### config.mk
export PLATFORM = sky130hd
export DESIGN_NAME = rodata_load_unit
export DESIGN_NICKNAME = d
export VERILOG_FILES = /design/src/rtl/rodata_load_unit.sv
export SDC_FILE = /design/constraint.sdc
export NUM_CORES = 1
export LEC_CHECK = 0
export CORE_ASPECT_RATIO = 0.7
export CORE_MARGIN = 5
export CORE_UTILIZATION = 45
export DETAILED_ROUTE_END_ITERATION = 12
export PLACE_DENSITY = 0.75
export SETUP_SLACK_MARGIN = 0.5
export SYNTH_ARGS = -nofsm -noshare
export SYNTH_HDL_FRONTEND = slang
export SYNTH_SLANG_ARGS = --single-unit
### constraint.sdc
create_clock -name i_clk -period 4.3 [get_ports i_clk]
set_input_delay 0.86 -clock i_clk [delete_from_list [all_inputs] [get_ports i_clk]]
set_output_delay 0.86 -clock i_clk [all_outputs]
set_load 0.05 [all_outputs]
### src/rtl/rodata_load_unit.sv
// Load front end for the read-only data ROM: range/alignment checks, byte/half extraction, extension.
// Optional RODATA_MISALIGN_EN: split word-crossing loads into two ROM reads instead of faulting.
module rodata_load_unit #(
    parameter int unsigned          XLEN     = 32,
    parameter logic [XLEN-1:0]      ROM_BASE = 32'h0000_1000,
    parameter logic [XLEN-1:0]      ROM_SIZE = 32'h0000_0100
) (
    input  logic            i_clk,
    input  logic            i_rst,
    input  logic            i_req_valid,
    output logic            o_req_ready,
    input  logic [XLEN-1:0] i_req_addr,
    input  logic [2:0]      i_req_funct3,
    output logic [XLEN-1:0] o_rom_addr,
    input  logic [XLEN-1:0] i_rom_rdata,
    output logic            o_rsp_valid,
    input  logic            i_rsp_ready,
    output logic [XLEN-1:0] o_rsp_data,
    output logic [1:0]      o_rsp_cause
);

    typedef enum logic [1:0] {IDLE, RD0, RD1, RSP} state_e;

    state_e          state_q;
    logic            req_ready_q;
    logic [XLEN-1:0] addr_q;
    logic [2:0]      funct3_q;
    logic [XLEN-1:0] rom_addr_q;
    logic            rsp_valid_q;
    logic [XLEN-1:0] rsp_data_q;
    logic [1:0]      rsp_cause_q;

    logic [XLEN:0]   size_s;
    logic [XLEN:0]   off_s;
    logic [XLEN:0]   last_off_s;
    logic            illegal_s;
    logic            fault_s;
    logic            misal_s;
    logic [XLEN-1:0] fit_raw_s;
    logic [1:0]      cause_d;
    logic [XLEN-1:0] data_d;

    function automatic logic [XLEN-1:0] load_extend(input logic [2:0] f3, input logic [XLEN-1:0] raw);
        case (f3)
            3'b000:  return {{(XLEN-8){raw[7]}}, raw[7:0]};
            3'b001:  return {{(XLEN-16){raw[15]}}, raw[15:0]};
            3'b100:  return {{(XLEN-8){1'b0}}, raw[7:0]};
            3'b101:  return {{(XLEN-16){1'b0}}, raw[15:0]};
            default: return raw;
        endcase
    endfunction

    // RD0 checks; offsets are XLEN+1 wide so addresses below the base or wrapping past the top fault.
    always_comb begin
        size_s = (XLEN+1)'(4);
        case (funct3_q[1:0])
            2'b00:   size_s = (XLEN+1)'(1);
            2'b01:   size_s = (XLEN+1)'(2);
            default: size_s = (XLEN+1)'(4);
        endcase
        off_s      = {1'b0, addr_q} - {1'b0, ROM_BASE};
        last_off_s = off_s + size_s - (XLEN+1)'(1);
        illegal_s  = (funct3_q == 3'b011) || (funct3_q[2:1] == 2'b11);
        fault_s    = (off_s >= {1'b0, ROM_SIZE}) || (last_off_s >= {1'b0, ROM_SIZE});
        misal_s    = ((funct3_q[1:0] == 2'b01) && (addr_q[1:0] == 2'b11)) ||
                     ((funct3_q[1:0] == 2'b10) && (addr_q[1:0] != 2'b00));
        if (illegal_s) begin
            cause_d = 2'd3;
        end else if (fault_s) begin
            cause_d = 2'd2;
        end else if (misal_s) begin
            cause_d = 2'd1;
        end else begin
            cause_d = 2'd0;
        end
        fit_raw_s = i_rom_rdata >> {addr_q[1:0], 3'b000};
        if (cause_d == 2'd0) begin
            data_d = load_extend(funct3_q, fit_raw_s);
        end else begin
            data_d = '0;
        end
    end

`ifdef RODATA_MISALIGN_EN
    logic [XLEN-1:0] low_buf_q;
    logic [XLEN-1:0] split_raw_s;

    // Second half of a split access: low word is buffered, high word is on the ROM port now.
    always_comb begin
        split_raw_s = XLEN'({i_rom_rdata, low_buf_q} >> {addr_q[1:0], 3'b000});
    end

    // Capture of the low word while the first ROM read is on the port.
    always_ff @(posedge i_clk) begin
        if (i_rst) begin
            low_buf_q <= '0;
        end else if (state_q == RD0) begin
            low_buf_q <= i_rom_rdata;
        end else begin
            low_buf_q <= low_buf_q;
        end
    end
`endif

    // Request/response sequencer with registered outputs.
    always_ff @(posedge i_clk) begin
        if (i_rst) begin
            state_q     <= IDLE;
            req_ready_q <= 1'b0;
            addr_q      <= '0;
            funct3_q    <= 3'b000;
            rom_addr_q  <= '0;
            rsp_valid_q <= 1'b0;
            rsp_data_q  <= '0;
            rsp_cause_q <= 2'd0;
        end else begin
            case (state_q)
                IDLE: begin
                    if (i_req_valid && req_ready_q) begin
                        addr_q      <= i_req_addr;
                        funct3_q    <= i_req_funct3;
                        rom_addr_q  <= {i_req_addr[XLEN-1:2], 2'b00};
                        req_ready_q <= 1'b0;
                        state_q     <= RD0;
                    end else begin
                        req_ready_q <= 1'b1;
                    end
                end
                RD0: begin
`ifdef RODATA_MISALIGN_EN
                    if (cause_d == 2'd1) begin
                        rom_addr_q <= rom_addr_q + XLEN'(4);
                        state_q    <= RD1;
                    end else begin
                        rsp_valid_q <= 1'b1;
                        rsp_data_q  <= data_d;
                        rsp_cause_q <= cause_d;
                        state_q     <= RSP;
                    end
`else
                    rsp_valid_q <= 1'b1;
                    rsp_data_q  <= data_d;
                    rsp_cause_q <= cause_d;
                    state_q     <= RSP;
`endif
                end
`ifdef RODATA_MISALIGN_EN
                RD1: begin
                    rsp_valid_q <= 1'b1;
                    rsp_data_q  <= load_extend(funct3_q, split_raw_s);
                    rsp_cause_q <= 2'd0;
                    state_q     <= RSP;
                end
`endif
                RSP: begin
                    if (i_rsp_ready) begin
                        rsp_valid_q <= 1'b0;
                        req_ready_q <= 1'b1;
                        state_q     <= IDLE;
                    end else begin
                        state_q <= RSP;
                    end
                end
                default: begin
                    rsp_valid_q <= 1'b0;
                    req_ready_q <= 1'b0;
                    state_q     <= IDLE;
                end
            endcase
        end
    end

    assign o_req_ready = req_ready_q;
    assign o_rom_addr  = rom_addr_q;
    assign o_rsp_valid = rsp_valid_q;
    assign o_rsp_data  = rsp_data_q;
    assign o_rsp_cause = rsp_cause_q;

endmodule

==> results.cfg, run 1 <==
[pwr]
p_leak_nw = 3.63
power_w = 0.00926
switching_share_pct = 50.5
power_density_nw_per_um2 = 1010
p_switching_w = 0.00468
power.share.clock_pct = 9.0
max-vdd-ir-drop_v = 0.000727
combPwrFrac_pct = 82.4
internal_power_w = 0.00459
p_seq_share_pct = 8.6

[global_routing]
grt_overflow = 0
use_met2_pct = 35.8
grt_max_degree = 44
grt_pass1_vias = 6704
grt_use_met1_pct = 38.7
grt_pass1_wl_um = 36000
use_met3_pct = 7.49
grt-busiest-layer = met1
grtUsageTotal_pct = 25.8
antenna_found_initial = 0

[finish]
num-fill-cells = 1143
antenna_cells = 0
area.growth.synth_to_final_pct = 40.2
ff_latch_area_um2 = 1460
fin_nets = 1185
design_area_um2 = 9170
layout_commonest_cell = nand2_1
final_cell_mix = nand2_1, clkdlybuf4s50_1, a21oi_1, buf_4, dfxtp_1
drive_above_1_share_pct = 17.2
multiInputGateArea_um2 = 4840

[sta]
fin_worst_skew_ns = 0.0103
setup_viol = 26
hold_viol = 0
setup_tns_ns = -1.78
period_share_pct = 103
rsz0062_at_grt = true
fmax_ghz = 0.227
slew_violations = 0
tightest_slew_ns = 0.843
min_period_ns = 4.41
relSlewSlack_pct = 43.6
fin_ws_ns = -0.113

[clocking]
cts.path.max_buffers = 2
clock_tree.root_cell = clkbuf_16
cts.sinks = 73
cts_tree = built
clkTransAtPathRegs_ns = 0.07
cts_buffers = 9
cts_max_level = 3
insertion_delay_ns = 0.34

[status]
violations = negative setup slack
status = finished, violations left

[placement]
io_buffers = 136
placedInstanceArea_um2 = 8300
dp_slack_ns = -0.144
place_hpwl_um = 17100
place_congestion = 0.988

[worst_hold_path]
hp-class = flip-flop to flip-flop
min_path_cells = 2

[route]
dr.pass1.iters = 5
wl_per_cell_um = 18.8
vias = 7102
ant_nets = 0
drc = 0
via_per_inst = 5.68
finalWirelength_um = 23500
drtIter0Drc = 635

[setup_path]
crit_arrival_ns = 4.67
cp_cell_sequence = buf_4 -> nor4_2 -> buf_4 -> nand4_1 -> or2_2 -> xnor2_2 -> inv_1 -> ha_2 -> nor4bb_2 -> nand4_1 -> nor2_1 -> mux2i_1 -> or3_1 -> o41ai_1 -> buf_4 -> or4_4 -> nor4_2 -> nand4_2 -> buf_6 -> buf_6 -> buf_16 -> o31ai_4
max_stage_delay_ns = 0.42
path_common_cell = buf_4
crit_family = simple AND/OR/NAND/NOR gates
cp_slowest_cell = or4_4
cp_max_fo = 7
crit_type = flip-flop to flip-flop
r2r_cells = 22
cp-end-kind = flip-flop
path_depth = 22
r2r_slack_ns = -0.11
critPathLaunchType = flip-flop
cp.required_ns = 4.56
crit_buf_inv = 7

[die]
die_y_um = 111
dieArea_um2 = 17100
io_pins = 139
core_area_um2 = 14100
die_w_um = 154
start_util_pct = 46.4
num_rows = 36

[yosys]
synth_cell_types = 72
async_flop_share_pct = 0
synth-edff-count = 0
synth-seq-cells = 73
yosysWarnings = 0
synth_cells = 907
synth_area_per_cell_um2 = 7.21
yosysSeqAreaShare_pct = 22.4
synth_area_um2 = 6540
synthFlopType = dfxtp_1

[run]
maxCapViolCount = 0
## worst register-to-register path, cell delays in order, from the launching register on
cell and delay (ns):
dfxtp_2 0.32, buf_4 0.16, nor4_2 0.28, buf_4 0.18, nand4_1 0.12, or2_2 0.33
xnor2_2 0.22, inv_1 0.12, ha_2 0.21, nor4bb_2 0.17, nand4_1 0.17, nor2_1 0.08
mux2i_1 0.16, or3_1 0.13, o41ai_1 0.07, buf_4 0.16, or4_4 0.42, nor4_2 0.28
nand4_2 0.11, buf_6 0.16, buf_6 0.12, buf_16 0.14, o31ai_4 0.20
## cell type report
class,instances,area share [%]
flip-flops and latches,73,16.0
clock buffers,9,2.46
repair buffers,219,22.8
well taps,190,2.59
multi-input cells,698,52.8
clock inverters,6,1.01
inverters,56,2.32
## power groups by stage
| stage | Combinational [W] | Sequential [W] | Clock [W] |
|---|---|---|---|
| floorplan | 0.00450 | 0.000828 | 0 |
| global placement | 0.00643 | 0.000803 | 0 |
| detailed placement | 0.00641 | 0.000804 | 0 |
| CTS | 0.00693 | 0.000790 | 0.000836 |
| global route | 0.00819 | 0.000801 | 0.000862 |
| finish | 0.00764 | 0.000793 | 0.000833 |
## path summary, 6_finish.rpt
kind,start,end
setup / recovery,addr_q[15],o_rsp_data[12]
hold / removal,o_rsp_data[26],o_rsp_data[26]
setup reg to reg,addr_q[15],o_rsp_data[12]
hold reg to reg,o_rsp_data[26],o_rsp_data[26]
## per-stage QoR
stage	hold WS (ns)	utilization (%)	cells
3_5_place_dp	0.441	58.9	1223
3_3_place_gp	0.437	58.9	1223
5_1_grt	0.464	65.0	1251
2_1_floorplan	0.459	-	908
4_1_cts	0.446	63.2	1245
6_report	0.450	65.0	1251
## logic make-up after synthesis
group	share of synthesized area, %
fa+ha+maj	11.0
buf+inv	9.88
xor+xnor	6.18
compound gates	20.1
simple gates	26.1
flops	22.4
other cells	0.0574
mux	4.33
## what timing repair did
action	in CTS	in global routing
gates cloned	3	1
endpoints found under the setup margin	34	34
pin swaps	12	5
setup buffers	4	5
gates resized for setup	62	32
hold buffers	0	0
hold endpoints to repair	0	0
## cells in the mapped netlist (all sizes together) (21+ instances only)
master,count,area [µm²]
nor2,47,176
xor2,21,184
a21oi,84,420
ha,56,701
nand2,173,649
xnor2,23,220
clkbuf,44,165
buf,37,270
inv,55,206
o21ai,58,290
dfxtp,73,1460
mux2i,26,260
## per-layer routing
layer  part of all wire (%)  vias to the layer above
li1                       -                     3442
met1                     47                     3288
met2                     41                      325
met3                     10                       47
met4                    2.0                        0
met5                      0                        -
## flip-flops by register name, indices dropped and copies added, names as in the netlist
signal	count
o_rsp_valid	1
o_rsp_cause	2
addr_q	32
funct3_q	3
o_rsp_data	32
o_req_ready	1
state_q	2
Note: power is estimated with default switching activity, not from simulation.
==> inputs of run 2 (changes only) <==
SLEW_MARGIN = 20   (was default)
==> results of run 2 <==
No change in the layout: final DEF, timing and power equal those of run 1.
==> inputs of run 3 (changes only) <==
CORE_UTILIZATION = 28   (was 45)
PLACE_DENSITY = default   (was 0.75)
==> run 3 against run 2 <==
Against the previous run: the run still ends with negative setup slack left; global-route usage down 7.9 points; sequential cell count unchanged; worst setup slack better by 0.095 ns; highest routed layer unchanged.
==> results.cfg, run 3 (synthesis results as in run 1) <==
[status]
status = finished, violations left
violations = negative setup slack

[pwr]
p_switching_w = 0.00457
max-vdd-ir-drop_v = 0.000590
combPwrFrac_pct = 82.2
p_leak_nw = 3.66
internal_power_w = 0.00470
switching_share_pct = 49.3
power.share.clock_pct = 9.2
p_seq_share_pct = 8.6
power_density_nw_per_um2 = 994

[finish]
final_cell_mix = nand2_1, clkdlybuf4s50_1, buf_4, a21oi_1, dfxtp_1
layout.cells.non_filler = 1381
antenna_cells = 0
drive_above_1_share_pct = 18.4
fin_nets = 1193
num-fill-cells = 2325
area.growth.synth_to_final_pct = 42.7
layout_commonest_cell = nand2_1
fin_util_pct = 40.9

[clocking]
insertion_delay_ns = 0.35
cts.sinks = 73
cts.path.max_buffers = 2
cts_max_level = 3
cts_tree = built
hold_buffers = 0
clock_tree.root_cell = clkbuf_16
clkTransAtPathRegs_ns = 0.06
cts_buffers = 9

[sta]
relSlewSlack_pct = 39.3
rsz0062_at_grt = true
min_period_ns = 4.32
setup_viol = 7
hold_viol = 0
fmax_ghz = 0.232
slew_violations = 0
period_share_pct = 100
fin_worst_skew_ns = 0.00788
fin_ws_ns = -0.0185
tightest_slew_ns = 0.910

[route]
finalWirelength_um = 24300
via_per_inst = 5.07
dr.pass1.iters = 5
vias = 7004
ant_nets = 0
drc = 0
drtIter0Drc = 559
wl_per_cell_um = 17.6

[placement]
io_buffers = 136
dp_cells = 1355
place_hpwl_um = 18900
place_congestion = 0.922

[setup_path]
crit_type = flip-flop to flip-flop
r2r_slack_ns = -0.02
rr_startpoint = addr_q[13]
critPathLaunchType = flip-flop
crit_arrival_ns = 4.59
cp_cell_sequence = or3_4 -> or3_1 -> xnor2_1 -> inv_1 -> buf_4 -> ha_1 -> and4b_1 -> nand4_1 -> nor2_1 -> mux2i_1 -> or3_1 -> o41ai_2 -> buf_4 -> or4_1 -> nor4_2 -> nand4_2 -> buf_6 -> buf_16 -> o31ai_2
max_stage_delay_ns = 0.43
r2r_cells = 19
cp-end-kind = flip-flop
rr_endpoint = o_rsp_cause[0]
cp_max_fo = 8
cp_slowest_cell = or3_4
cp.required_ns = 4.57

[worst_hold_path]
worstHoldStart = o_rsp_data[30]
min_path_cells = 2
min_to = o_rsp_data[30]
hp-class = flip-flop to flip-flop

[global_routing]
use_met2_pct = 23.7
grt_overflow = 0
grt_use_met1_pct = 28.0
antenna_found_initial = 0
grt_max_degree = 45
grt_pass1_vias = 6470
use_met3_pct = 4.79
grt-busiest-layer = met1
grt_pass1_wl_um = 37100
grtUsageTotal_pct = 17.8

[die]
dieArea_um2 = 26500
num_rows = 46
io_pins = 139
core_area_um2 = 22800
start_util_pct = 28.7
die_y_um = 138
die_w_um = 193

[run]
maxCapViolCount = 0
==> run 3: cell type report <==
type                       instances  area, µm²  area share, %
timing repair buffer             227       2100           22.6
sequential                        73       1470           15.7
tap                              312        390           4.19
clock inverter                     4       76.3          0.818
clock buffer                      11        253           2.71
multi-input combinational        698       4830           51.7
inverter                          56        213           2.28
==> run 3: timing repair <==
action / in CTS / in global routing
endpoints found under the setup margin: 34 / 34
setup buffers: 5 / 4
pin swaps: 21 / 23
gates resized for setup: 39 / 61
cloned: 2 / 0
==> run 3: per-stage QoR <==
| step | total power [W] | worst slack (ns) | setup TNS, ns | hold slack (ns) | area, µm² |
|---|---|---|---|---|---|
| final | 0.00927 | -0.0185 | -0.0979 | 0.454 | 9330 |
| after global routing | 0.00996 | -0.243 | -5.98 | 0.473 | 9330 |
| after CTS | 0.00870 | -0.0730 | -0.815 | 0.445 | 9050 |
| after detailed placement | 0.00740 | -0.128 | -1.36 | 0.442 | 8530 |
| after global placement | 0.00744 | -0.0473 | -0.233 | 0.435 | 8530 |
| after floorplan | 0.00533 | 0.0786 | 0 | 0.459 | 6620 |
==> run 3: how the worst max path moves through the flow <==
| stage | startpoint | to | slack [ns] | cells past startpoint |
|---|---|---|---|---|
| 2_1_floorplan | addr_q[12] | o_rsp_data[15] | 0.08 | 19 |
| 3_3_place_gp | addr_q[15] | o_rsp_data[8] | -0.05 | 18 |
| 3_5_place_dp | addr_q[15] | o_rsp_data[8] | -0.13 | 17 |
| 4_1_cts | addr_q[18] | o_rsp_cause[0] | -0.07 | 18 |
| 5_1_grt | addr_q[18] | o_rsp_cause[0] | -0.24 | 21 |
| 6_report | addr_q[13] | o_rsp_cause[0] | -0.02 | 19 |
==> run 3: worst max-delay path: cells and delay by family (launching register included) <==
kind                     cells  cell delay [ns]
buffers and inverters        5             0.71
AND/OR/NAND/NOR              9             2.34
flip-flops                   1             0.36
XOR/XNOR                     1             0.21
AO/OA/AOI/OAI                2             0.25
adder cells (fa/ha/maj)      1             0.20
multiplexers                 1             0.16
==> run 3: metal layers <==
metal / vias to the layer above / wire length, µm
met1: 3282 / 12500
met5: - / 0
met2: 250 / 9700
met4: 0 / 235
li1: 3451 / -
met3: 21 / 1910
==> run 3: power by group through the flow <==
| stage | combinational (W) | sequential (W) | clock [W] |
|---|---|---|---|
| floorplan | 0.00450 | 0.000828 | 0 |
| global placement | 0.00663 | 0.000808 | 0 |
| detailed placement | 0.00659 | 0.000810 | 0 |
| CTS | 0.00704 | 0.000796 | 0.000869 |
| global route | 0.00825 | 0.000808 | 0.000899 |
| finish | 0.00762 | 0.000798 | 0.000853 |
